===== config.mk =====
export PLATFORM = sky130hd
export DESIGN_NAME = param_updown_counter
export DESIGN_NICKNAME = d
export VERILOG_FILES = /design/src/rtl/counter_pkg.sv /design/src/rtl/counter_prescaler.sv /design/src/rtl/param_updown_counter.sv
export SDC_FILE = /design/constraint.sdc
export NUM_CORES = 1
export LEC_CHECK = 0
export BUFFER_PORTS_ARGS = -buffer_cell sky130_fd_sc_hd__buf_4
export CAP_MARGIN = 20
export CORE_UTILIZATION = 43
export CTS_BUF_LIST = sky130_fd_sc_hd__clkbuf_16
export CTS_CLUSTER_SIZE = 14
export DETAILED_ROUTE_END_ITERATION = 8
export GPL_TIMING_DRIVEN = 0
export PLACE_DENSITY_LB_ADDON = 0.25
export SLEW_MARGIN = 20
export SYNTH_ARGS = -nofsm -noshare
export SYNTH_HDL_FRONTEND = slang
export SYNTH_SLANG_ARGS = --single-unit

===== constraint.sdc =====
create_clock -name CLOCK -period 5.1 [get_ports CLOCK]
set_input_delay 0 -clock CLOCK [delete_from_list [all_inputs] [get_ports CLOCK]]
set_output_delay 0 -clock CLOCK [all_outputs]
set_load 0.05 [all_outputs]

===== src/rtl/counter_pkg.sv =====
// Shared encodings for the counter family: count direction and bound behaviour.
package counter_pkg;

   typedef enum logic {
      MODE_WRAP = 1'b0,
      MODE_SAT  = 1'b1
   } mode_e;

   typedef enum logic {
      DIR_DOWN = 1'b0,
      DIR_UP   = 1'b1
   } dir_e;

endpackage : counter_pkg


===== src/rtl/counter_prescaler.sv =====
// Modulo-DIV enable prescaler: emits a one-cycle step strobe on every DIV-th enabled cycle.
// Only instantiated when COUNTER_PRESCALE_EN is defined.
module counter_prescaler #(
   parameter int unsigned DIV = 4
) (
   input  logic clk,
   input  logic rst_n,
   input  logic clr,
   input  logic en,
   output logic step
);

   localparam int unsigned PW = (DIV > 1) ? $clog2(DIV) : 1;
   localparam logic [PW-1:0] LAST = PW'(DIV - 1);

   logic [PW-1:0] phase_q;

   assign step = en && (phase_q == LAST);

   always_ff @(posedge clk) begin
      if (!rst_n || clr) begin
         phase_q <= '0;
      end else if (en) begin
         phase_q <= step ? '0 : phase_q + PW'(1);
      end
   end

endmodule : counter_prescaler


===== src/rtl/param_updown_counter.sv =====
// Parametrised up/down counter with load, wrap/saturate bounds and registered terminal-count pulse.
// Optional enable prescaler selected by defining COUNTER_PRESCALE_EN.
module param_updown_counter
   import counter_pkg::*;
#(
   parameter int unsigned WIDTH        = 8,
   parameter int unsigned MAX_VAL      = (1 << WIDTH) - 1,
   parameter int unsigned RESET_VAL    = 0,
   parameter int unsigned PRESCALE_DIV = 4
) (
   input  logic             CLOCK,
   input  logic             RESET,
   input  logic             ENABLE,
   input  logic             LOAD,
   input  logic             UP,
   input  logic             MODE,
   input  logic [WIDTH-1:0] DATA,
   output logic [WIDTH-1:0] COUNT,
   output logic             TC
);

   // Elaboration-time sanity checks on the configuration.
   if (WIDTH < 2) begin : g_bad_width
      $error("param_updown_counter: WIDTH must be >= 2");
   end
   if (RESET_VAL > MAX_VAL) begin : g_bad_reset
      $error("param_updown_counter: RESET_VAL must be <= MAX_VAL");
   end
   if (PRESCALE_DIV < 1) begin : g_bad_div
      $error("param_updown_counter: PRESCALE_DIV must be >= 1");
   end

   localparam logic [WIDTH:0]   MAX_EXT = (WIDTH + 1)'(MAX_VAL);
   localparam logic [WIDTH-1:0] RST_CNT = WIDTH'(RESET_VAL);

   logic             step;
   logic [WIDTH:0]   cur_ext;
   logic [WIDTH:0]   data_ext;
   logic [WIDTH:0]   nxt_ext;
   logic             at_bound;
   logic [WIDTH-1:0] count_d;
   logic             tc_d;

`ifdef COUNTER_PRESCALE_EN
   counter_prescaler #(
      .DIV (PRESCALE_DIV)
   ) u_prescaler (
      .clk   (CLOCK),
      .rst_n (RESET),
      .clr   (LOAD),
      .en    (ENABLE),
      .step  (step)
   );
`else
   assign step = ENABLE;
`endif

   // Extended width keeps the MAX_VAL bound exact even when it is below 2**WIDTH-1.
   always_comb begin
      cur_ext  = {1'b0, COUNT};
      data_ext = {1'b0, DATA};
      nxt_ext  = cur_ext;
      tc_d     = 1'b0;
      at_bound = (UP == DIR_UP) ? (cur_ext == MAX_EXT) : (cur_ext == '0);

      if (LOAD) begin
         nxt_ext = (data_ext > MAX_EXT) ? MAX_EXT : data_ext;
      end else if (step) begin
         tc_d = at_bound;
         if (at_bound) begin
            if (MODE == MODE_WRAP) begin
               nxt_ext = (UP == DIR_UP) ? '0 : MAX_EXT;
            end
         end else if (UP == DIR_UP) begin
            nxt_ext = cur_ext + (WIDTH + 1)'(1);
         end else begin
            nxt_ext = cur_ext - (WIDTH + 1)'(1);
         end
      end

      count_d = nxt_ext[WIDTH-1:0];
   end

   always_ff @(posedge CLOCK) begin
      if (!RESET) begin
         COUNT <= RST_CNT;
         TC    <= 1'b0;
      end else begin
         COUNT <= count_d;
         TC    <= tc_d;
      end
   end

endmodule : param_updown_counter

* Word level (Yosys, flattened, before mapping)
Index checks and enable logic that the tools add are counted.
Word-level totals: bits of input ports 14, logic and storage cells 19, register bits 9
Operators by class: equal/unequal tests 2, add/sub/neg operators 2, bitwise logic cells 2, reduce and logical (&&, ||, !) cells 4, muxes and demuxes 7
Operators with widths (count):
- 8-bit 2-to-1 mux | 6
- 8-bit by 1-bit adder with 8-bit output, second input constant | 1
- 8-bit == test, second input constant | 1
- 8-bit logical NOT | 1
- 8-bit by 1-bit subtractor with 8-bit output, second input constant | 1
- 3-bit != test, second input constant | 1
- 3-bit OR reduction | 1
- 1-bit NOT | 2
- 2-bit AND reduction | 1
- 2-bit nonzero test | 1
- 1-bit 2-to-1 mux | 1

* Longest topological paths before layout
Gate-level depths: netlist of the first run.
depth in word-level cells 5, gate-level depth with buffers 7, mapped depth without buffers 7

* Worst setup path before layout of the first run
No wires, ideal clock.
path type register to register, start point reg COUNT[1], end point reg COUNT[7], data required time 5009 ps, stages on the path, launching flop included 7, data arrival time 2237 ps, setup slack 2772 ps, path through dfxtp_1 > ha_1 > a21oi_1 > o211ai_1 > or4_1 > a211o_1 > a311oi_1
On the way: cells in the longest elaborated chain, start to end 5, elaborated cells on any way between the ends 11
RTL lines:
- start, declared | RTL line param_updown_counter.sv:18 | output logic [WIDTH-1:0] COUNT,
- start signal, assigned | RTL line param_updown_counter.sv:89 | COUNT <= count_d;
- 8-bit by 1-bit subtractor with 8-bit output (tied with other cells) | RTL line param_updown_counter.sv:77 | nxt_ext = cur_ext - (WIDTH + 1)'(1);
- 8-bit 2-to-1 mux / 1-bit 2-to-1 mux (equally long branches) | RTL line param_updown_counter.sv:74, param_updown_counter.sv:64
- 8-bit 2-to-1 mux | RTL line param_updown_counter.sv:70 | if (at_bound) begin
- 8-bit 2-to-1 mux | RTL line param_updown_counter.sv:68 | end else if (step) begin
- 8-bit 2-to-1 mux | RTL line param_updown_counter.sv:66 | if (LOAD) begin
Parallel ways exist; a longest one is shown, timed or not. The select of a mux whose other input is x is not followed. A chain may end at the register's enable or synchronous reset.

* Worst setup path in the final report of the first run
Ends and elaborated chain as after synthesis.

==> impl_metrics.yaml, run 1 <==
layout:
  layout-drive-gt1-share_pct: 24.56
  syn_to_final_growth_pct: 33.33
  fill_cells: 136
  final_net_count: 136
  ff_latch_area_um2: 180.2
  multiInputGateArea_um2: 574.3
  insertedDiodeCount: 0
  fin_cells: 138
detailed_routing:
  drc: 0
  final_antenna_net_count: 0
  wire_per_inst_um: 14.45
  avgViaCountPerCell: 5.942
  num_vias: 820
  drt_iter0_drc: 12
  firstDrtPassIters: 4
  routed_wirelength_mm: 1.994
clocking:
  path_clk_slew_ns: 0.04
  cts_sinks: 9
  cts_root_buffer: "clkbuf_16"
  cts_inserted_buffers: 3
  cts_repair_resize_count: 0
  cts_max_path_buffers: 2
  cts_tree: "built"
  post_cts_buffers: 0
  postCtsHoldBufs: 0
  clk_latency_ns: 0.23
  htreeDepth: 1
pwr:
  p_switching_mw: 0.1076
  irDropWorstVdd_mv: 0.2304
  comb_power_share_pct: 32.8
  p_int_mw: 0.2248
  pwr-share-clk_pct: 40.9
  netSwitchingFraction_pct: 32.37
  p_leak_nw: 0.4378
  cellPowerDensity_nw_per_um2: 320.8
  finalPower_mw: 0.3323
  pwr-share-seq_pct: 26.3
logic_synthesis:
  netlist_area_um2: 777.0
  syn-instance-count: 90
  synthesis.nets: 111
  ys_seq_area_share_pct: 23.19
  ys_types: 39
  ys_ff_latch: 9
  synth_area_per_cell_um2: 8.633
  yosysWarnings: 0
floorplan:
  row_count: 14
  dieHeight_um: 44.51
  die_x_um: 44.51
  floorplan.initialDensity_pct: 48.74
  core_um2: 1594
  dieArea_um2: 1981
  ios: 23
sta:
  setup-tns-final_ns: 0
  fmax_mhz: 463.1
  fin_crit_ns: 2.159
  rsz0062_at_grt: "no"
  drv_slew: 0
  max_slew_margin_pct: 42.88
  fin_skew_ns: 0.003550
  timing.final.ws_setup_ns: 2.941
  hold_slack_ns: 0.09812
  finalHoldViolCount: 0
  fin_crit_sh_pct: 42.34
  setup_viol: 0
  worst_slew_pin_slew_ns: 0.8517
global_routing:
  track_usage_pct: 22.18
  grt_pass1_wl_mm: 3.256
  grt_start_max_net_pins: 11
  grt_pass1_vias: 765
  antenna_found_initial: 0
  grt-ovfl-total: 0
worst_setup_path:
  slowest_delay_ns: 0.45
  arrival_ns: 2.30
  crit_path_max_fanout: 6
  startpoint_type: "flip-flop"
  crit_family: "compound AO/OA/AOI/OAI gates"
  critical_path_class: "flip-flop to flip-flop"
  crit_buf_inv: 0
  crit_required_ns: 5.24
  end_kind: "flip-flop"
  crit_chain: "ha_1 -> a21oi_1 -> o211ai_1 -> or4_1 -> a211o_1 -> a311oi_1"
  cp_slowest_cell: "or4_1"
place:
  hpwl_mm: 1.486
  place.gp.congestion: 0.7981
  place_worst_setup_slack_ns: 2.985
  port_buffers: 20
  dp.cells: 134
worst_hold_path:
  hold_path_class: "primary input to flip-flop"
job:
  drv_cap: 0
outcome:
  outcome: "finished, final reports clean"
==> Yosys cell counts <==
| master | number | area share (%) |
|---|---|---|
| or4_4 | 1 | 1.4 |
| and2_1 | 1 | 0.81 |
| o21ai_2 | 1 | 1.1 |
| o31a_1 | 1 | 1.1 |
| nor4b_1 | 1 | 1.1 |
| inv_1 | 4 | 1.9 |
| buf_1 | 1 | 0.48 |
| clkbuf_1 | 1 | 0.48 |
| mux2i_1 | 1 | 1.3 |
| nor3b_1 | 1 | 0.97 |
| a21oi_1 | 4 | 2.6 |
| a211oi_1 | 5 | 4.8 |
| o2111a_1 | 4 | 5.8 |
| nand3_1 | 4 | 2.6 |
| or3_1 | 1 | 0.81 |
| xor2_1 | 2 | 2.3 |
| nor3_2 | 1 | 1.3 |
| o211ai_1 | 2 | 1.9 |
| fa_1 | 1 | 2.6 |
| and4_1 | 1 | 1.1 |
| a211o_1 | 1 | 1.1 |
| or2_2 | 1 | 0.81 |
| xnor2_1 | 2 | 2.3 |
| nor3_1 | 3 | 1.9 |
| nand2b_1 | 5 | 4.0 |
| a311oi_1 | 1 | 1.1 |
| a31oi_1 | 1 | 0.81 |
| a21o_1 | 2 | 1.9 |
| nand4_1 | 1 | 0.81 |
| or4_1 | 1 | 0.97 |
| o21bai_1 | 2 | 1.9 |
| o21a_1 | 1 | 0.97 |
| nand3b_1 | 1 | 0.97 |
| o21ai_0 | 9 | 5.8 |
| dfxtp_1 | 9 | 23 |
| ha_1 | 6 | 9.7 |
| nand2_1 | 3 | 1.4 |
| nor2_1 | 2 | 0.97 |
| nor4_4 | 1 | 2.7 |
==> cell families (layout without fill, tap and decap cells) <==
kind of cell | Yosys count | count (layout) | synth area share [%]
simple gates | 29 | 29 | 24.80
compound gates | 34 | 34 | 31.08
flops | 9 | 9 | 23.19
fa+ha+maj | 7 | 7 | 12.24
buf+inv | 6 | 30 | 2.897
xor+xnor | 4 | 4 | 4.510
mux | 1 | 1 | 1.288
==> metal layers <==
layer	GRT usage, %	part of all wire [%]
met2	39.41	49
met3	6.531	5.0
met4	6.667	1.5
met5	0	0
met1	25.43	44
==> flip-flops by register name, indices dropped and copies added (netlist names) <==
register,cells
COUNT,8
TC,1
==> through the flow <==
| step | utilization, % | instance area, um^2 |
|---|---|---|
| after floorplan | - | 777.0 |
| after global placement | 60.05 | 957.2 |
| after detailed placement | 60.05 | 957.2 |
| after CTS | 64.99 | 1036 |
| after global routing | 64.99 | 1036 |
| final | 64.99 | 1036 |
==> layout make-up <==
type	instances	area share [%]
Tap cell	24	2.899
Multi-Input combinational cell	75	55.43
Clock buffer	3	7.246
Inverter	4	1.449
Clock inverter	1	0.3623
Buffer	2	0.7246
Sequential cell	9	17.39
Timing Repair Buffer	20	14.49
==> path summary, 6_finish.rpt <==
check	slack [ns]	startpoint	to	cells past startpoint
max	2.94	COUNT[1]	COUNT[7]	6
min	0.1	ENABLE	TC	2
max reg2reg	2.94	COUNT[1]	COUNT[7]	6
min reg2reg	0.63	COUNT[2]	COUNT[2]	1
==> power by group through the flow <==
| stage | sequential (mW) | combinational, mW | clock [mW] |
|---|---|---|---|
| after floorplan | 0.107 | 0.0572 | 0 |
| after global placement | 0.0881 | 0.105 | 0 |
| after detailed placement | 0.0883 | 0.108 | 0 |
| after CTS | 0.0872 | 0.109 | 0.137 |
| after global routing | 0.0881 | 0.119 | 0.140 |
| final | 0.0874 | 0.109 | 0.136 |
==> layout by cell type, fill, tap and decap left out, types with 2 or more instances in the layout <==
cell type	synthesis	routed
o2111a_1	4	4
nand2b_1	5	5
o21bai_1	2	2
buf_4	0	20
a21o_1	2	2
nand3_1	4	4
xnor2_1	2	2
o211ai_1	2	2
inv_1	4	5
ha_1	6	6
o21ai_0	9	9
clkbuf_16	0	3
dfxtp_1	9	9
nor2_1	2	2
nand2_1	3	3
xor2_1	2	2
a211oi_1	5	5
nor3_1	3	3
a21oi_1	4	4
==> worst reg2reg max path, delay by kind of cell, from the launching register on <==
family | cells | cell delay [ns]
AO/OA/AOI/OAI | 4 | 0.90
adder cells (fa/ha/maj) | 1 | 0.28
AND/OR/NAND/NOR | 1 | 0.45
flip-flops | 1 | 0.43
Note: power is estimated with default switching activity, not from simulation.
==> run 2: changes to the inputs <==
Clock period 5.1 ns to 2.26 ns, I/O delays scaled along.
==> run 2 against run 1 <==
Effect of this change: flip-flop and latch count is the same; critical endpoint unchanged; clock skew shrank 0.0032 ns; core utilization grew 0.078 points; combinational power grew 120%; die area is the same; wire length shrank 1.8%; clock power grew 130%; first-iteration DRC count grew 33%; largest power group unchanged; sequential power grew 130%; via count shrank 1.5%; final area grew 0.12%; register-to-register slack lost 2.7 ns.
==> impl_metrics.yaml, run 2 (same netlist as run 1, synthesis figures left out) <==
floorplan:
  die_x_um: 44.51
  floorplan.initialDensity_pct: 48.74
  ios: 23
  dieHeight_um: 44.51
  row_count: 14
  core_um2: 1594
  dieArea_um2: 1981
worst_setup_path:
  crit_path_max_fanout: 6
  crit_chain: "ha_1 -> a21oi_1 -> o211ai_1 -> or4_1 -> a211o_1 -> a311oi_1"
  cp_slowest_cell: "or4_1"
  crit_required_ns: 2.40
  end_kind: "flip-flop"
  critical_path_class: "flip-flop to flip-flop"
  crit_family: "compound AO/OA/AOI/OAI gates"
  slowest_delay_ns: 0.44
  startpoint_type: "flip-flop"
  arrival_ns: 2.20
  crit_buf_inv: 0
clocking:
  cts_repair_resize_count: 0
  cts_inserted_buffers: 3
  cts_max_path_buffers: 2
  clk_latency_ns: 0.23
  path_clk_slew_ns: 0.04
  post_cts_buffers: 0
  htreeDepth: 1
  cts_root_buffer: "clkbuf_16"
  cts_tree: "built"
  cts_sinks: 9
  postCtsHoldBufs: 0
sta:
  max_slew_margin_pct: 47.46
  fmax_mhz: 486.6
  fin_skew_ns: 0.0003632
  worst_slew_pin_slew_ns: 0.7834
  fin_crit_ns: 2.055
  fin_crit_sh_pct: 90.93
  setup_viol: 0
  drv_slew: 0
  setup-tns-final_ns: 0
  rsz0062_at_grt: "no"
  finalHoldViolCount: 0
detailed_routing:
  drc: 0
  routed_wirelength_mm: 1.959
  wire_per_inst_um: 14.20
  final_antenna_net_count: 0
  drt_iter0_drc: 16
  avgViaCountPerCell: 5.855
  num_vias: 808
  firstDrtPassIters: 4
pwr:
  p_leak_nw: 0.4381
  pwr-share-seq_pct: 26.3
  pwr-share-clk_pct: 40.9
  irDropWorstVdd_mv: 0.7015
  cellPowerDensity_nw_per_um2: 721.8
  p_switching_mw: 0.2410
  p_int_mw: 0.5076
  comb_power_share_pct: 32.8
  netSwitchingFraction_pct: 32.19
global_routing:
  grt_start_max_net_pins: 11
  track_usage_pct: 22.40
  grt_pass1_wl_mm: 3.243
  antenna_found_initial: 0
  grt_pass1_vias: 768
  grt-ovfl-total: 0
layout:
  top_regs: "COUNT (8), TC (1)"
  top_register: "COUNT"
  layout-drive-gt1-share_pct: 25.44
  fin_cells: 138
  syn_to_final_growth_pct: 33.49
  fin_area_um2: 1037
  insertedDiodeCount: 0
  mostFrequentLayoutCell: "buf_4"
  largest_reg_flops: 8
  final_cell_mix: "buf_4, o21ai_0, dfxtp_1"
  final_net_count: 136
  utilization_pct: 65.07
place:
  dp.cells: 134
  place.gp.congestion: 0.8072
  hpwl_mm: 1.508
  port_buffers: 20
  place_area_um2: 958.4
worst_hold_path:
  hold_path_class: "primary input to flip-flop"
outcome:
  outcome: "finished, final reports clean"
job:
  drv_cap: 0
[run 2: final timing paths]
| check | from | to | slack [ns] | depth (start not counted) |
|---|---|---|---|---|
| hold / removal | ENABLE | TC | 0.1 | 2 |
| hold reg to reg | COUNT[1] | COUNT[1] | 0.61 | 1 |
| setup / recovery | COUNT[1] | COUNT[7] | 0.20 | 6 |
| setup reg to reg | COUNT[1] | COUNT[7] | 0.20 | 6 |
[run 2: stage by stage]
step | power (mW) | setup WS (ns) | hold WS (ns)
global placement | 0.4371 | 0.2249 | 0.3214
CTS | 0.7530 | 0.1981 | 0.09711
detailed placement | 0.4432 | 0.1851 | 0.3326
finish | 0.7486 | 0.2050 | 0.09882
floorplan | 0.3715 | 0.01950 | 0.1822
global route | 0.7844 | 0.09430 | 0.1166
[run 2: worst register-to-register path: stages, from the launching register on]
cell and delay (ns):
dfxtp_2 0.38, ha_1 0.25, a21oi_1 0.22, o211ai_1 0.16, or4_1 0.44, a211o_1 0.27, a311oi_1 0.24
[run 2: layer usage]
layer	GRT usage [%]	up-vias	wire [um]
met4	7.879	0	19
met3	8.163	2	123
met5	0	-	0
li1	-	401	-
met2	37.35	30	956
met1	26.29	375	859
[run 2: final cells by class]
cell class                 instances  area (um^2)
multi-input combinational         75        574.3
fill                             141        556.8
sequential                         9        181.4
timing repair buffer              20        150.1
clock buffer                       3        75.07
tap                               24        30.03
inverter                           4        15.01
buffer                             2        7.507
clock inverter                     1        3.754
[run 2: power by group through the flow]
stage               Combinational [mW]  Sequential, mW  Clock (mW)
floorplan                        0.129           0.242           0
global placement                 0.238           0.199           0
detailed placement               0.243           0.200           0
CTS                              0.245           0.197       0.310
global route                     0.266           0.200       0.319
finish                           0.245           0.197       0.306
==> run 3: changes to the inputs <==
Settings changed: CORE_UTILIZATION 43 to 53.
Clock period 2.26 ns to 2.6 ns, I/O delays scaled along.
==> run 3 against run 2 <==
Effect of this change: sequential power fell by 14%; clock skew up 0.0012 ns; final cell count is 6.5% lower; power fell by 13%; first-iteration DRC count up 31%; fmax down 3.5%; critical path type unchanged.
==> impl_metrics.yaml, run 3 (same netlist as run 1, synthesis figures left out) <==
clocking:
  clk_latency_ns: 0.23
  cts_tree: "built"
  postCtsHoldBufs: 0
  cts_repair_resize_count: 0
  htreeDepth: 1
  cts_sinks: 9
  post_cts_buffers: 0
  path_clk_slew_ns: 0.04
  cts_max_path_buffers: 2
  cts_root_buffer: "clkbuf_16"
  cts_inserted_buffers: 3
outcome:
  outcome: "finished, final reports clean"
worst_setup_path:
  crit_required_ns: 2.72
  slowest_delay_ns: 0.57
  crit_chain: "or4_4 -> nor4_4 -> o21ai_2 -> a21o_1 -> o2111a_1"
  end_kind: "flip-flop"
  startpoint_type: "flip-flop"
  crit_path_max_fanout: 7
  cp_slowest_cell: "or4_4"
  critical_path_class: "flip-flop to flip-flop"
  arrival_ns: 2.25
detailed_routing:
  final_antenna_net_count: 0
  drc: 0
  firstDrtPassIters: 4
  drt_iter0_drc: 21
  num_vias: 806
  wire_per_inst_um: 14.95
  routed_wirelength_mm: 1.929
  avgViaCountPerCell: 6.248
place:
  port_buffers: 20
  hpwl_mm: 1.429
  place_worst_setup_slack_ns: 0.4840
  dp.cells: 125
  place.gp.congestion: 0.7703
sta:
  rsz0062_at_grt: "no"
  fin_crit_ns: 2.131
  max_slew_margin_pct: 51.33
  timing.final.ws_setup_ns: 0.4693
  finalHoldViolCount: 0
  hold_slack_ns: 0.09857
  setup_viol: 0
  worst_slew_pin_slew_ns: 0.7257
  fin_skew_ns: 0.001553
  fin_crit_sh_pct: 81.95
  setup-tns-final_ns: 0
  drv_slew: 0
  fmax_mhz: 469.3
pwr:
  cellPowerDensity_nw_per_um2: 632.0
  p_leak_nw: 0.4378
  irDropWorstVdd_mv: 0.5207
job:
  drv_cap: 0
layout:
  layout-drive-gt1-share_pct: 24.56
  insertedDiodeCount: 0
  top_register: "COUNT"
  mostFrequentLayoutCell: "buf_4"
  largest_reg_flops: 8
  fin_cells: 129
  ff_latch_area_um2: 180.2
  final_cell_mix: "buf_4, dfxtp_1, o21ai_0"
  final_net_count: 136
  top_regs: "COUNT (8), TC (1)"
  syn_to_final_growth_pct: 31.88
  multiInputGateArea_um2: 574.3
  fill_cells: 95
global_routing:
  grt-ovfl-total: 0
  track_usage_pct: 27.50
  antenna_found_initial: 0
  grt_pass1_vias: 634
  grt_start_max_net_pins: 11
  grt_pass1_wl_mm: 2.898
worst_hold_path:
  hold_path_class: "primary input to flip-flop"
floorplan:
  die_x_um: 40.29
  dieArea_um2: 1623
  row_count: 13
  ios: 23
  core_um2: 1334
  floorplan.initialDensity_pct: 58.26
  dieHeight_um: 40.29
-- run 3: cell counts in the layout (fill, tap and decap cells not counted) --
Identical to the previous run, type by type.
-- run 3: critical path: cells and delay by family, from the launching register on --
family	cells	cell delay [ns]
compound gates	3	0.64
flops	1	0.36
simple gates	2	1.02
-- run 3: path summary, 6_finish.rpt --
| kind | slack [ns] | startpoint | endpoint | cells after the start |
|---|---|---|---|---|
| hold / removal | 0.1 | DATA[5] | COUNT[5] | 3 |
| setup reg to reg | 0.47 | COUNT[1] | COUNT[3] | 5 |
| setup / recovery | 0.47 | COUNT[1] | COUNT[3] | 5 |
| hold reg to reg | 0.62 | COUNT[2] | COUNT[2] | 1 |
-- run 3: through the flow --
step	cell area (um^2)	util, %	power [mW]
2_1_floorplan	777.0	-	0.3225
3_5_place_dp	945.9	70.92	0.3832
6_report	1025	76.83	0.6476
4_1_cts	1025	76.83	0.6494
3_3_place_gp	945.9	70.92	0.3776
5_1_grt	1025	76.83	0.6809
-- run 3: routing by layer --
metal | global-route usage, % | part of all wire, % | vias up
li1 | - | - | 402
met2 | 39.92 | 47 | 29
met3 | 5.000 | 4.9 | 2
met5 | 0 | 0 | -
met1 | 40.07 | 47 | 373
met4 | 10.00 | 0.73 | 0
-- run 3: final cells by class --
class / count / area share [%]
clock inverters: 1 / 0.3663
plain buffers: 2 / 0.7326
multi-input cells: 75 / 56.04
clock buffers: 3 / 7.326
inverters: 4 / 1.465
flip-flops and latches: 9 / 17.58
well taps: 15 / 1.832
repair buffers: 20 / 14.65
-- run 3: report_power, final --
part	switching, mW	total [mW]	internal [mW]
combinational	0.125	0.214	0.0890
sequential	0.0192	0.170	0.151
clock	0.0626	0.263	0.200
total	0.207	0.648	0.441
